`src/rtl/mem_port_arbiter_pkg.sv`:
```
// Shared definitions for the instruction/data memory port arbiter:
// FSM state encoding, requester identities and the fixed word size code.
package mem_port_arbiter_pkg;

   // Transaction phases of the shared memory port.
   typedef enum logic [1:0] {
      IDLE = 2'd0,
      ADDR = 2'd1,
      DATA = 2'd2
   } arbState_e;

   // Requester identities; also used as the round-robin history value.
   localparam logic OWN_INST = 1'b0;
   localparam logic OWN_DATA = 1'b1;

   // Size code for a full 32-bit word; instruction fetches always use it.
   localparam logic [1:0] SIZE_WORD = 2'b10;

   // Byte-enable pattern for a transaction that writes nothing.
   localparam logic [3:0] WEN_NONE = 4'b0000;

   // The requester that did not receive the given grant.
   function automatic logic otherOwner(input logic owner);
      return (owner == OWN_INST) ? OWN_DATA : OWN_INST;
   endfunction

endpackage

```
`src/rtl/mem_port_arbiter_rr_pick2.sv`:
```
// Two-input round-robin picker. A lone requester always wins; on a tie the
// requester that was not granted last time wins.
module rr_pick2
   import mem_port_arbiter_pkg::*;
(
   input  logic reqInst,
   input  logic reqData,
   input  logic lastGrant,
   output logic grantValid,
   output logic grantOwner
);

   // Pick the winner from the request pair and the grant history.
   always_comb begin
      grantValid = reqInst | reqData;
      grantOwner = OWN_INST;
      if (reqInst && reqData) begin
         grantOwner = otherOwner(lastGrant);
      end else if (reqData) begin
         grantOwner = OWN_DATA;
      end
   end

endmodule

```
`src/rtl/mem_port_arbiter.sv`:
```
// Shares one request/response memory port between the instruction fetch
// path and the load/store path. One transaction is in flight at a time:
// IDLE picks a winner and latches its request, ADDR presents it until the
// memory accepts the address, DATA waits for the response and then pulses
// the owner's ready for one cycle.
module mem_port_arbiter
   import mem_port_arbiter_pkg::*;
#(
   parameter int ADDR_W = 32,
   parameter int DATA_W = 32
) (
   input  logic              clk,
   input  logic              rst,

   input  logic              inst_req,
   input  logic [ADDR_W-1:0] inst_addr,
   output logic [DATA_W-1:0] inst_rdata,
   output logic              inst_ready,

   input  logic              data_req,
   input  logic              data_wr,
   input  logic [1:0]        data_size,
   input  logic [3:0]        data_wen,
   input  logic [ADDR_W-1:0] data_addr,
   input  logic [DATA_W-1:0] data_wdata,
   output logic [DATA_W-1:0] data_rdata,
   output logic              data_ready,

   output logic              mem_req,
   output logic              mem_wr,
   output logic [1:0]        mem_size,
   output logic [3:0]        mem_wen,
   output logic [ADDR_W-1:0] mem_addr,
   output logic [DATA_W-1:0] mem_wdata,
   input  logic              mem_addr_ok,
   input  logic              mem_data_ok,
   input  logic [DATA_W-1:0] mem_rdata,

   output logic              stall_o
);

   arbState_e         stateReg;
   arbState_e         stateNext;

   // Latched request of the transaction in flight.
   logic              ownerReg;
   logic              wrReg;
   logic [1:0]        sizeReg;
   logic [3:0]        wenReg;
   logic [ADDR_W-1:0] addrReg;
   logic [DATA_W-1:0] wdataReg;

   // Round-robin history: owner of the most recent grant.
   logic              lastGrantReg;

   // Per-requester response registers.
   logic [DATA_W-1:0] instRdataReg;
   logic [DATA_W-1:0] dataRdataReg;
   logic              instReadyReg;
   logic              dataReadyReg;

   // Arbitration and FSM strobes.
   logic              instElig;
   logic              dataElig;
   logic              grantValid;
   logic              grantOwner;
   logic              takeGrant;
   logic              finishXfer;
   logic              memReqNext;

   // A requester seeing its ready this cycle is still showing the request
   // that just completed, so it sits out this round of arbitration.
   assign instElig = inst_req & ~instReadyReg;
   assign dataElig = data_req & ~dataReadyReg;

   rr_pick2 picker (
      .reqInst    (instElig),
      .reqData    (dataElig),
      .lastGrant  (lastGrantReg),
      .grantValid (grantValid),
      .grantOwner (grantOwner)
   );

   // State register; reset abandons any transaction in flight.
   always_ff @(posedge clk or posedge rst) begin
      if (rst) begin
         stateReg <= IDLE;
      end else begin
         stateReg <= stateNext;
      end
   end

   // Next-state logic and per-cycle strobes; memory handshakes are only
   // honoured in the phase that expects them.
   always_comb begin
      stateNext  = stateReg;
      takeGrant  = 1'b0;
      finishXfer = 1'b0;
      memReqNext = 1'b0;
      case (stateReg)
         IDLE: begin
            if (grantValid) begin
               takeGrant = 1'b1;
               stateNext = ADDR;
            end
         end
         ADDR: begin
            memReqNext = 1'b1;
            if (mem_addr_ok) begin
               stateNext = DATA;
            end
         end
         DATA: begin
            if (mem_data_ok) begin
               finishXfer = 1'b1;
               stateNext  = IDLE;
            end
         end
         default: begin
            stateNext = IDLE;
         end
      endcase
   end

   // Capture the winner's request so the memory sees stable fields even if
   // the requester changes or drops its inputs mid-transaction.
   always_ff @(posedge clk or posedge rst) begin
      if (rst) begin
         ownerReg     <= OWN_INST;
         lastGrantReg <= OWN_INST;
         wrReg        <= 1'b0;
         sizeReg      <= 2'b00;
         wenReg       <= WEN_NONE;
         addrReg      <= '0;
         wdataReg     <= '0;
      end else if (takeGrant) begin
         ownerReg     <= grantOwner;
         lastGrantReg <= grantOwner;
         if (grantOwner == OWN_DATA) begin
            wrReg    <= data_wr;
            sizeReg  <= data_size;
            wenReg   <= data_wen;
            addrReg  <= data_addr;
            wdataReg <= data_wdata;
         end else begin
            wrReg    <= 1'b0;
            sizeReg  <= SIZE_WORD;
            wenReg   <= WEN_NONE;
            addrReg  <= inst_addr;
            wdataReg <= '0;
         end
      end
   end

   // Route the response to its owner: readies pulse for one cycle, read
   // data is kept until that owner's next load or fetch completes.
   always_ff @(posedge clk or posedge rst) begin
      if (rst) begin
         instRdataReg <= '0;
         dataRdataReg <= '0;
         instReadyReg <= 1'b0;
         dataReadyReg <= 1'b0;
      end else begin
         instReadyReg <= 1'b0;
         dataReadyReg <= 1'b0;
         if (finishXfer) begin
            if (ownerReg == OWN_INST) begin
               instRdataReg <= mem_rdata;
               instReadyReg <= 1'b1;
            end else begin
               dataReadyReg <= 1'b1;
               if (!wrReg) begin
                  dataRdataReg <= mem_rdata;
               end
            end
         end
      end
   end

   // Memory port: request fields are forced to zero whenever no request
   // is being presented.
   assign mem_req   = memReqNext;
   assign mem_wr    = memReqNext & wrReg;
   assign mem_size  = memReqNext ? sizeReg  : 2'b00;
   assign mem_wen   = memReqNext ? wenReg   : WEN_NONE;
   assign mem_addr  = memReqNext ? addrReg  : '0;
   assign mem_wdata = memReqNext ? wdataReg : '0;

   assign inst_rdata = instRdataReg;
   assign inst_ready = instReadyReg;
   assign data_rdata = dataRdataReg;
   assign data_ready = dataReadyReg;

   // Stall while either path has a request that has not just completed.
   assign stall_o = (inst_req & ~instReadyReg) | (data_req & ~dataReadyReg);

endmodule

```
`config.mk`:
```
export PLATFORM = sky130hd
export DESIGN_NAME = mem_port_arbiter
export DESIGN_NICKNAME = d
export VERILOG_FILES = /design/src/rtl/mem_port_arbiter_pkg.sv /design/src/rtl/mem_port_arbiter_rr_pick2.sv /design/src/rtl/mem_port_arbiter.sv
export SDC_FILE = /design/constraint.sdc
export NUM_CORES = 1
export LEC_CHECK = 0
export BUFFER_PORTS_ARGS = -buffer_cell sky130_fd_sc_hd__buf_2
export CAP_MARGIN = 20
export CORE_MARGIN = 4
export CORE_UTILIZATION = 40
export DETAILED_ROUTE_END_ITERATION = 16
export PLACE_DENSITY = 0.7
export SYNTH_ARGS = -nofsm -noshare
export SYNTH_HDL_FRONTEND = slang
export SYNTH_SLANG_ARGS = --single-unit
```
`constraint.sdc`:
```
create_clock -name clk -period 5.2 [get_ports clk]
set_clock_uncertainty 0.05 [all_clocks]
set_input_delay 1.04 -clock clk [delete_from_list [all_inputs] [get_ports clk]]
set_output_delay 1.04 -clock clk [all_outputs]
set_load 0.005 [all_outputs]
```
### Word-level counts from Yosys, hierarchy flattened

Index checks and enable logic that the tools add are counted.

* add/subtract/negate cells: 0
* $mul: 0
* div/mod/pow operators: 0
* $lt $le $gt $ge: 0
* equality and inequality tests: 5
* shift-type cells: 0
* mux-type cells: 24
* bitwise gates (word level): 8
* reductions and logical operators: 5

Operators by type and width (count)
* 32-bit two-way mux: 4
* 1-bit two-way mux: 12
* 2-bit two-way mux: 5
* 4-bit two-way mux: 2
* 2-bit inequality test (second input constant): 3
* 2-bit case mux with 3 select lines: 1
* 3-bit AND reduction: 2
* 1-bit NOT: 4
* 1-bit AND: 3
* 2-bit by 1-bit == test with 1-bit output (second input constant): 1
* 2-bit == test (second input constant): 1
* 2-bit logical NOT: 1
* 2-bit AND reduction: 1
* 1-bit logical AND: 1
* 1-bit bitwise OR: 1

* flip-flop bits (word level): 140
* bits in latches: 0
* bits in writable memories: 0
* bits in read-only memories: 0
* output and inout bits: 139
* memories kept: 0

### Depth between registers and ports, before layout

* depth after elaboration: 5
* gate-level depth with buffers: 7
* gate-level depth less buffers: 4

### By module

A second synthesis with hierarchy kept.

* cells, all modules: 547
* area, all modules: 6274.8 sq um

By module, submodules not included
* mem_port_arbiter: instances 1, cells an instance 545, area each 6261.0 sq um, sequential area each 3503.4 sq um
* rr_pick2: instances 1, cells an instance 2, area each 13.8 sq um, sequential area each 0.0 sq um

### Worst setup path before layout

Ideal clock, no wire load.

* kind: input-to-output
* start: input data_req
* end: output stall_o
* arrival time: 1240 ps
* data required time: 4110 ps
* slack: 2870 ps
* cell stages on the path: 2
* buffers on the path: 0
* cells stage by stage: nand2b_1 -> nand2_1

* word-level cells in the longest chain between the ends: 2

RTL lines
* from (decl): line mem_port_arbiter.sv:20 `input logic data_req,`
* 1-bit AND: line mem_port_arbiter.sv:195 `assign stall_o = (inst_req & ~instReadyReg) | (data_req & ~dataReadyReg);`
* 1-bit bitwise OR: line mem_port_arbiter.sv:195
* to (decl): line mem_port_arbiter.sv:39 `output logic stall_o`

No other way between the ends.

### Worst setup path after layout

* start: register stateReg[0]
* end: output mem_addr[26]

* word-level cells in the longest chain between the ends: 3

RTL lines
* from (decl): line mem_port_arbiter.sv:42 `arbState_e stateReg;`
* from (signal assigned): line mem_port_arbiter.sv:89 `stateReg <= stateNext;`
* 2-bit by 1-bit == test with 1-bit output: line mem_port_arbiter.sv:100 `case (stateReg)`
* 1-bit two-way mux: line mem_port_arbiter.sv:100
* 32-bit two-way mux: line mem_port_arbiter.sv:186 `assign mem_addr = memReqNext ? addrReg : '0;`
* to (decl): line mem_port_arbiter.sv:33 `output logic [ADDR_W-1:0] mem_addr,`

No other way between the ends.

==> results.tsv <==
metric	value	unit
netlist_top_cells_area	dfrtp_1 58%, mux2_4 7.4%, and2_1 7.3%, mux2_2 6.3%, a22o_1 5.6%	
drv_cap	0	
syn_area	6070	sq um
dieArea	17200	sq um
drtAntennaViolNets	0	
dp_hpwl	12100	um
dr.pass1.iters	4	
status	finished, final reports clean	
seqPwrFrac	0.383	
final_util	0.555	
post_cts_resize_count	0	
max_freq	0.320	GHz
insertion_delay	0.40	ns
layout-drive-gt1-share	0.501	
dieWidth	131	um
die_y	131	um
ir_worst_vdd	0.284	mV
nNetsFinal	912	
synth_top_area_frac	0.577	
worst_slew_pin_slew	0.986	ns
rsz0062_at_grt	no	
path_delay_family	simple AND/OR/NAND/NOR gates	
cts_htree_levels	4	
crit_path_top_delay_cell	nor2b_4	
power.density	595	nW/um^2
max_stage_delay	0.64	ns
track_usage	0.194	
core	14700	sq um
grt_pass1_wl	27100	um
path_max_fanout	39	
cp.arrival	2.04	ns
p_leak	4.27	nW
yosys.cell_types.count	25	
hold_violations	0	
ys_seq_elements	140	
cts_tree	built	
root_buffer	clkbuf_16	
path_cells	nor2b_4, buf_16, and2_1, buf_2	
start_util	0.413	
routedWlPerCell	17.1	um
vias_per_cell	5.04	
grt_pass1_vias	5228	
drt_iter0_markers	172	
postCtsHoldBufs	0	
intPower	3.27	mW
setup_tns	0	ns
grt_antenna_before_repair	1	
crit_path_end_kind	primary output	
cp-start-kind	register	
clock_sinks	140	
post-synth-top-area-cell	dfrtp_1	
post-route-min-period	3.13	ns
cts_made_buffers	17	
overflow	0	
gp_congestion	0.858	
swShare	0.326	
wl	16600	um
power.share.clock	0.236	
grt_start_max_net_pins	90	
syn2layout_area_growth	34.4	%
ios	280	
setup_viol	0	
drc_errors	0	
cts.clk_slew.worst_paths	0.06	ns
comb_power_share	0.380	
via_count	4880	
crit_type	register to primary output	
critical_path_buf_inv_count	2	
critical_path_required	4.11	ns
syn_avg_cell_area	12.1	sq um
port_buffers	279	
min-delay-path-class	register to register	
synthesis.nets	644	
period_share	0.602	
slew_headroom	0.341	
drv_slew	0	
ys_seq_area_frac	0.577	
cts_buffer_depth	2	
syn-instance-count	503	
num_rows	44	
p_sw	1.58	mW
post_cts_buffers	0	
yosysWarnings	0	
placed cells by master, fill, tap and decap left out:
cell type / instances
a22o_1: 39
buf_4: 5
a21oi_1: 64
nor2b_2: 2
clkinvlp_4: 3
bufinv_16: 1
and2_1: 71
nor2_1: 34
nand2b_1: 4
mux2_4: 30
nand2_1: 35
nor2_2: 1
inv_6: 2
a211oi_4: 1
clkbuf_16: 17
buf_2: 279
clkinv_2: 4
nor2b_4: 2
diode_2: 1
buf_16: 1
and3_4: 1
a21o_1: 1
nor2_4: 1
dfrtp_1: 140
clkinv_4: 1
inv_1: 1
a211o_2: 1
mux2_2: 34
clkbuf_8: 4
buf_8: 2
nand3b_1: 1
nor3_1: 1
cells by family (layout without fill, tap and decap cells):
logic type,Yosys count,after routing,synth area share
mux,64,64,0.137
compound gates,106,106,0.114
flops,140,140,0.577
simple gates,153,153,0.131
buf+inv,40,320,0.0404
other cells,0,1,0
final timing paths:
kind,cells after the start,slack [ns],start,end
max,4,2.07,stateReg[0]$_DFFE_PP0P_,mem_addr[26]
min,1,0.44,wdataReg[16]$_DFFE_PP0P_,wdataReg[16]$_DFFE_PP0P_
max reg2reg,5,3.02,inst_ready$_DFF_PP0_,wdataReg[19]$_DFFE_PP0P_
min reg2reg,1,0.44,wdataReg[16]$_DFFE_PP0P_,wdataReg[16]$_DFFE_PP0P_
max in group asynchronous,3,3.20,rst,data_rdata[3]$_DFFE_PP0P_
min in group asynchronous,2,0.72,rst,addrReg[7]$_DFFE_PP0P_
Yosys cell counts:
cell / number
and3_4: 1
a211oi_2: 1
nor3_1: 1
mux2_4: 30
mux2_2: 34
a21oi_1: 64
buf_4: 4
nor2b_4: 1
a22o_1: 39
buf_6: 2
nor2b_1: 2
and2_1: 71
a211o_1: 1
clkbuf_1: 16
nand2b_1: 4
a21o_1: 1
buf_12: 3
nor2b_2: 1
nor2_2: 1
nand2_1: 35
nand3b_1: 1
dfrtp_1: 140
buf_2: 13
inv_1: 2
nor2_1: 35
registers in the layout, indices dropped and copies added (netlist names):
signal        count
inst_rdata       32
inst_ready        1
addrReg          32
stateReg          2
wdataReg         32
lastGrantReg      1
sizeReg           2
data_rdata       32
wrReg             1
wenReg            4
data_ready        1
layout make-up:
class / count / area [sq um]
antenna: 1 / 2.50
multi-input combinational: 323 / 2350
inverter: 2 / 12.5
clock buffer: 21 / 480
fill: 1273 / 6540
tap: 184 / 230
sequential: 140 / 3500
timing repair buffer: 287 / 1490
clock inverter: 10 / 90.1
metrics by stage:
| step | cell area [sq um] | hold WS, ns | instances | setup WS, ns | power [mW] |
|---|---|---|---|---|---|
| after floorplan | 6070 | 0.414 | 503 | 0.357 | 2.94 |
| final | 8160 | 0.444 | 968 | 2.07 | 4.86 |
| after CTS | 8160 | 0.450 | 967 | 2.03 | 4.92 |
| after detailed placement | 7580 | 0.432 | 936 | 2.29 | 3.74 |
| after global routing | 8160 | 0.457 | 967 | 1.90 | 5.21 |
| after global placement | 7530 | 0.429 | 933 | 2.11 | 3.63 |
per-layer routing:
metal	up-vias	global-route usage	wire length (um)
li1	2254	-	-
met1	2370	0.237	6710
met2	229	0.317	8010
met3	25	0.0742	1570
met4	2	0.0665	278
met5	-	0	10
power by group through the flow:
| stage | combinational (mW) | sequential (mW) | clock (mW) |
|---|---|---|---|
| after floorplan | 1.11 | 1.83 | 0 |
| after global placement | 1.78 | 1.85 | 0 |
| after detailed placement | 1.88 | 1.86 | 0 |
| after CTS | 1.88 | 1.86 | 1.18 |
| after global routing | 2.05 | 1.93 | 1.23 |
| final | 1.85 | 1.86 | 1.15 |
No activity file was read; power rests on OpenSTA's default activity.
